--- config.mk ---
export PLATFORM = sky130hd
export DESIGN_NAME = param_piso
export DESIGN_NICKNAME = d
export VERILOG_FILES = /design/src/rtl/param_piso.sv
export SDC_FILE = /design/constraint.sdc
export NUM_CORES = 1
export LEC_CHECK = 0
export CAP_MARGIN = 20
export CORE_MARGIN = 5
export CORE_UTILIZATION = 46
export DETAILED_ROUTE_END_ITERATION = 8
export DONT_BUFFER_PORTS = 1
export PLACE_DENSITY = 0.73
export SYNTH_ARGS = -nofsm -noshare
export SYNTH_HDL_FRONTEND = slang
export SYNTH_SLANG_ARGS = --single-unit
export TNS_END_PERCENT = 1
--- constraint.sdc ---
create_clock -name CLK -period 2.6 [get_ports CLK]
set_input_delay 0.52 -clock CLK [delete_from_list [all_inputs] [get_ports CLK]]
set_output_delay 0.52 -clock CLK [all_outputs]
set_load 0.1 [all_outputs]
--- src/rtl/param_piso.sv ---
// param_piso: parallel-in serial-out shifter with a one-word holding buffer,
// back-pressure stall, and gapless word-to-word handover.
module param_piso #(
    parameter int WIDTH     = 16,
    parameter bit LSB_FIRST = 1'b0
) (
    input  logic             CLK,
    input  logic             RST,
    input  logic             EN,
    input  logic [WIDTH-1:0] IN,
    input  logic             STALL,
    output logic             READY,
    output logic             OUT,
    output logic             OUT_VALID,
    output logic             OUT_LAST,
    output logic             BUSY
);
    localparam int CW = $clog2(WIDTH);
    typedef enum logic {IDLE, SHIFT} state_t;
    state_t state, state_n;
    logic [WIDTH-1:0] sr, hold;
    logic [CW-1:0] cnt;
    logic full, accept, last, done;
    assign READY     = !full;
    assign accept    = EN && READY;
    assign BUSY      = state == SHIFT;
    assign OUT_VALID = BUSY;
    assign last      = cnt == CW'(WIDTH - 1);
    assign OUT_LAST  = BUSY && last;
    assign OUT       = BUSY && (LSB_FIRST ? sr[0] : sr[WIDTH-1]);
    assign done      = BUSY && !STALL && last;
    always_ff @(posedge CLK)
        if (RST) state <= IDLE;
        else     state <= state_n;
    always_comb begin
        state_n = state;
        if (state == IDLE && accept) state_n = SHIFT;
        if (done && !full && !accept) state_n = IDLE;
    end
    // Completion reloads from the buffer first, else bypasses IN directly.
    always_ff @(posedge CLK)
        if (RST) begin
            cnt  <= '0;
            full <= 1'b0;
        end else begin
            if (state == IDLE) begin
                cnt <= '0;
                if (accept) sr <= IN;
            end else if (!STALL) begin
                if (last) begin
                    cnt <= '0;
                    if (full) sr <= hold;
                    else if (accept) sr <= IN;
                end else begin
                    cnt <= cnt + 1'b1;
                    sr  <= LSB_FIRST ? sr >> 1 : sr << 1;
                end
            end
            if (BUSY && accept && !done) begin
                hold <= IN;
                full <= 1'b1;
            end else if (done) full <= 1'b0;
        end
endmodule

==> results of run 1 <==
[registers in the layout, summed over array words and instances, names as in the netlist]
signal,count
cnt,4
hold,16
full,1
BUSY,1
sr,16
[synth_stat cells, types with 2 or more instances]
| cell type | count | area share (%) |
|---|---|---|
| dfxtp_1 | 6 | 6.8 |
| buf_4 | 7 | 3.0 |
| nand2_1 | 32 | 6.8 |
| clkbuf_1 | 3 | 0.64 |
| nor2b_1 | 2 | 0.71 |
| nor2_1 | 6 | 1.3 |
| mux2i_1 | 2 | 1.1 |
| a32oi_1 | 15 | 7.5 |
| a21oi_1 | 3 | 0.85 |
| inv_1 | 2 | 0.43 |
| nand2b_1 | 2 | 0.71 |
| nand4_1 | 2 | 0.71 |
| o22ai_1 | 15 | 5.3 |
| buf_6 | 3 | 1.9 |
| edfxtp_1 | 32 | 55 |
[layout make-up]
type	count	area share, %
inverters	2	0.398
flip-flops and latches	38	57.4
well taps	48	3.19
clock buffers	5	3.65
multi-input cells	95	30.5
repair buffers	7	2.79
clock inverters	3	2.12
[cells by family (layout without fill, tap and decap cells)]
group | count (synthesis) | count (layout)
flip-flops | 38 | 38
multiplexers | 2 | 2
XOR/XNOR | 2 | 2
buffers and inverters | 15 | 17
AND/OR/NAND/NOR | 50 | 50
AO/OA/AOI/OAI | 40 | 40
adder cells (fa/ha/maj) | 1 | 1
[layout by cell type (no fill, tap or decap), types with 2 or more instances in the layout]
cell type,n
nand2_1,32
a21oi_1,3
clkbuf_8,5
clkinv_2,2
nand4_1,2
nor2b_1,2
buf_4,7
nor2_1,5
inv_1,2
dfxtp_1,5
nand2b_1,2
mux2i_1,2
edfxtp_1,32
a32oi_1,15
o22ai_1,15
[worst max-delay path, cell delays in order, from the launching register on]
cell and delay [ns]:
dfxtp_1 0.37, ha_1 0.24, nand3_2 0.16, nor2_2 0.12, buf_4 0.29
[per-stage QoR]
step,setup slack [ns],hold slack (ns)
3_3_place_gp,0.747,0.482
5_1_grt,0.490,0.268
3_5_place_dp,0.656,0.494
4_1_cts,0.602,0.273
6_report,0.612,0.284
2_1_floorplan,-0.104,0.474
[per-layer routing]
layer	track usage, %	up-vias	wire length, µm
met5	0	-	0
met3	4.35	6	241
met2	24.0	47	1870
met1	17.7	602	1560
met4	7.72	0	58
li1	-	574	-
[power by group through the flow]
stage          sequential (mW)  clock [mW]  combinational (mW)
6_report                 0.732       0.487               0.157
5_1_grt                  0.734       0.531               0.167
4_1_cts                  0.731       0.501               0.156
3_5_place_dp             0.744           0               0.156
3_3_place_gp             0.742           0               0.150
2_1_floorplan            0.743           0               0.132
[worst max path at each step]
stage / startpoint / to / slack (ns)
6_report: cnt[0] / OUT_LAST / 0.61
3_5_place_dp: cnt[1] / sr[1] / 0.66
3_3_place_gp: BUSY / sr[10] / 0.75
4_1_cts: cnt[1] / OUT_LAST / 0.60
5_1_grt: cnt[1] / sr[1] / 0.49
2_1_floorplan: BUSY / OUT / -0.10
==> run metrics, run 1 <==
status finished clean; Antenna Nets Post-Route 0; Worst Hold Launch RST; maxcap violations 0; synthesized net count 169; Main synth FF type edfxtp_1; Post-route DRC 0; PostCTS Resize Cnt 0; die height 71.8 µm; CTS Buf Count 5; drt pass-1 iters 4; Int Pwr 1.04 mW; Setup Skew 0.00255 ns; post-route insts no fill 198; maximum vdd drop 0.444 mV; CP Capture Type output port; simple-gate share of the synthesized area 13.0%; vias in the first global route 1,232; Hold Path End BUSY; CTS H-Tree Depth 2; die width 71.8 µm; Syn Inst Count 148; Area growth syn-to-layout 7.26%; Multi-input gate area 574 µm²; hold buffers post-CTS 0; via/cell ratio 6.21; flop2flop setup slack 0.62 ns; Post-synth EDFFs 32; Synth Area in Compound Gates 16.7%; Startpoint Class register; leakage 0.629 nW; antenna violations before repair 0; Max Clk Rate 503 MHz; largest net degree at the start of global routing 19; PD cells 729 mW/mm²; ys async rst share 0%; post-synthesis adder-cell area fraction 0.712%; clock power share 35.4%; Total Power 1.38 mW; Nets 170; Port Buffers 0; Routed WL per cell 18.8 µm; area share of xor/xnor cells in the synthesized design 0.996%; hold path cells 1; Ports 25; Detailed Route Iter0 Violations 90; GRT Total Usage 14.8%; crit-path max FO 5; CP Class register to output port; final core occ 51.1%; Yosys cell types 31; Yosys reg bits 38; total die area 0.00516 mm²; Worst Tran Pin Value 0.853 ns; CTS sink cnt 38; mux cell area share after synthesis 1.14%; register area share after synthesis 61.5%; later-pin clock latency in the skew report 0.29 ns; DP Area 0.00178 mm²; Slew Limit Headroom 43.1%; CORE AREA 0.00369 mm²; count of final hold-check violations 0; Seq pwr share 53.2%; Initial Util 47.7%; CTS max path bufs 2; Final Max Tran Viols 0; layout cells sized above 1 13.3%; RePlAce Congestion 0.811; Filler cells 329; remaining global-route overflow 0; register area 0.00108 mm²; post-route cell area 0.00189 mm²; largest family of logic cells by synthesized area compound AO/OA/AOI/OAI gates; via count 1,229; wirelength, routed 3730 µm; period utilization 76.5%; first-pass GRT wire length 5840 µm; Final min period 1.99 ns; Placed Cells 190; CP arrival 1.47 ns; CTS tree done; FF-to-FF Start BUSY; syn avg cell area 11.9 µm²; setup tns final 0 ns; Reg-to-Reg End sr[1]; Comb pwr share 11.4%; Yosys Warn Count 0; Psw 0.333 mW; Cell Rows 22; worst hold path type input port to register; # Post-CTS Setup Buffers 0; required time worst endpoint 2.08 ns; placed wire-length estimate 2490 µm; Root Driver clkbuf_8; RSZ-0062 raised after global routing no; switch share 24.2%; n_diodes 0; FF-to-FF path depth 3; Setup Viol. Count Final 0; Netlist Area Pre-Place 0.00176 mm²; clock transition at the registers of the reported paths 0.07 ns
Power figures use the tool's default switching activity.
==> inputs of run 2 (changes only) <==
Settings changed: PLACE_DENSITY 0.73 to 0.75.
Clock period 2.6 ns to 1.73 ns, I/O delays scaled along.
==> run metrics, run 2 (synthesized netlist as in run 1, its figures left out) <==
die width 71.8 µm; CTS Buf Count 5; hold buffers post-CTS 0; Filler cells 316; Startpoint Class register; CTS sink cnt 38; Ports 25; wirelength, routed 3570 µm; worst hold path type input port to register; CTS H-Tree Depth 2; Multi-input gate area 608 µm²; Final Max Tran Viols 0; RSZ-0062 raised after global routing no; CP Class register to output port; # Post-CTS Setup Buffers 0; largest net degree at the start of global routing 20; Final min period 1.65 ns; first-pass GRT wire length 5800 µm; via count 1,250; RePlAce Congestion 0.770; total die area 0.00516 mm²; leading registers by flop count hold x16, sr x16, cnt x4; CP Capture Type output port; PD cells 987 mW/mm²; n_diodes 0; Setup Skew 0.00737 ns; antenna violations before repair 0; maximum vdd drop 0.455 mV; Antenna Nets Post-Route 0; setup tns final 0 ns; layout cells sized above 1 19.7%; PostCTS Resize Cnt 2; flop2flop setup slack 0.24 ns; commonest non-fill, non-tap cells in the layout nand2_1 (32), edfxtp_1 (32), o22ai_1 (15), a32oi_1 (15), buf_4 (11); count of final hold-check violations 0; CORE AREA 0.00369 mm²; Cell Rows 22; Nets 177; Root Driver clkbuf_8; required time worst endpoint 1.38 ns; Slew Limit Headroom 76.4%; Worst Tran Pin Value 0.353 ns; CTS max path bufs 2; maxcap violations 0; leakage 0.651 nW; CP arrival 1.31 ns; placed wire-length estimate 2400 µm; Area growth syn-to-layout 12.5%; vias in the first global route 1,264; later-pin clock latency in the skew report 0.29 ns; Detailed Route Iter0 Violations 118; CTS tree done; GRT Total Usage 14.2%; via/cell ratio 6.10; clock transition at the registers of the reported paths 0.07 ns; status finished clean; remaining global-route overflow 0; Port Buffers 0; Setup Viol. Count Final 0; period utilization 95.6%; Post-route DRC 0; register area 0.00108 mm²; die height 71.8 µm; final core occ 53.6%; Routed WL per cell 17.4 µm; drt pass-1 iters 4; Initial Util 47.7%; Max Clk Rate 604 MHz; crit-path max FO 5
==> run 2: metrics by stage <==
step | setup slack (ns) | total power [mW] | hold WS, ns | instances | cell area (µm²)
2_1_floorplan | -0.289 | 1.32 | 0.408 | 148 | 1770
3_3_place_gp | 0.118 | 1.36 | 0.409 | 197 | 1860
3_5_place_dp | 0.0483 | 1.37 | 0.416 | 197 | 1860
4_1_cts | 0.00818 | 1.96 | 0.109 | 205 | 1950
5_1_grt | 0.00365 | 2.03 | 0.107 | 205 | 1980
6_report | 0.0756 | 1.95 | 0.114 | 205 | 1980
==> run 2: worst max-delay path, stage by stage, from the launching register on <==
cell and delay (ns):
dfxtp_1 0.42, ha_4 0.19, nand3_4 0.11, nor2_4 0.12
buf_12 0.18
==> run 2: power breakdown <==
part           internal (mW)  switching [mW]  total (mW)  leakage [nW]
Clock                  0.276           0.317       0.593        0.0416
Combinational         0.0990           0.162       0.261         0.260
Sequential              1.06          0.0337        1.10         0.349
Total                   1.44           0.513        1.95         0.651
==> run 2: area by class of cell <==
class	instances	share of cell area [%]
clock buffer	5	3.48
clock inverter	3	0.823
inverter	2	0.380
multi-input combinational	95	30.8
sequential	38	54.7
tap	48	3.04
timing repair buffer	14	6.77
==> run 2: routing by layer <==
layer | vias up | track usage, % | routed length, µm | part of all wire (%)
met5 | - | 0 | 0 | 0
met4 | 0 | 5.85 | 59 | 1.7
met3 | 11 | 4.21 | 265 | 7.4
met2 | 60 | 23.1 | 1760 | 49
met1 | 594 | 17.8 | 1490 | 42
li1 | 585 | - | - | -
==> run 2: final timing paths <==
path,cells after the start,to,from
min,1,BUSY,RST
max,4,OUT_LAST,cnt[0]
max reg2reg,4,sr[9],cnt[0]
min reg2reg,1,full,BUSY
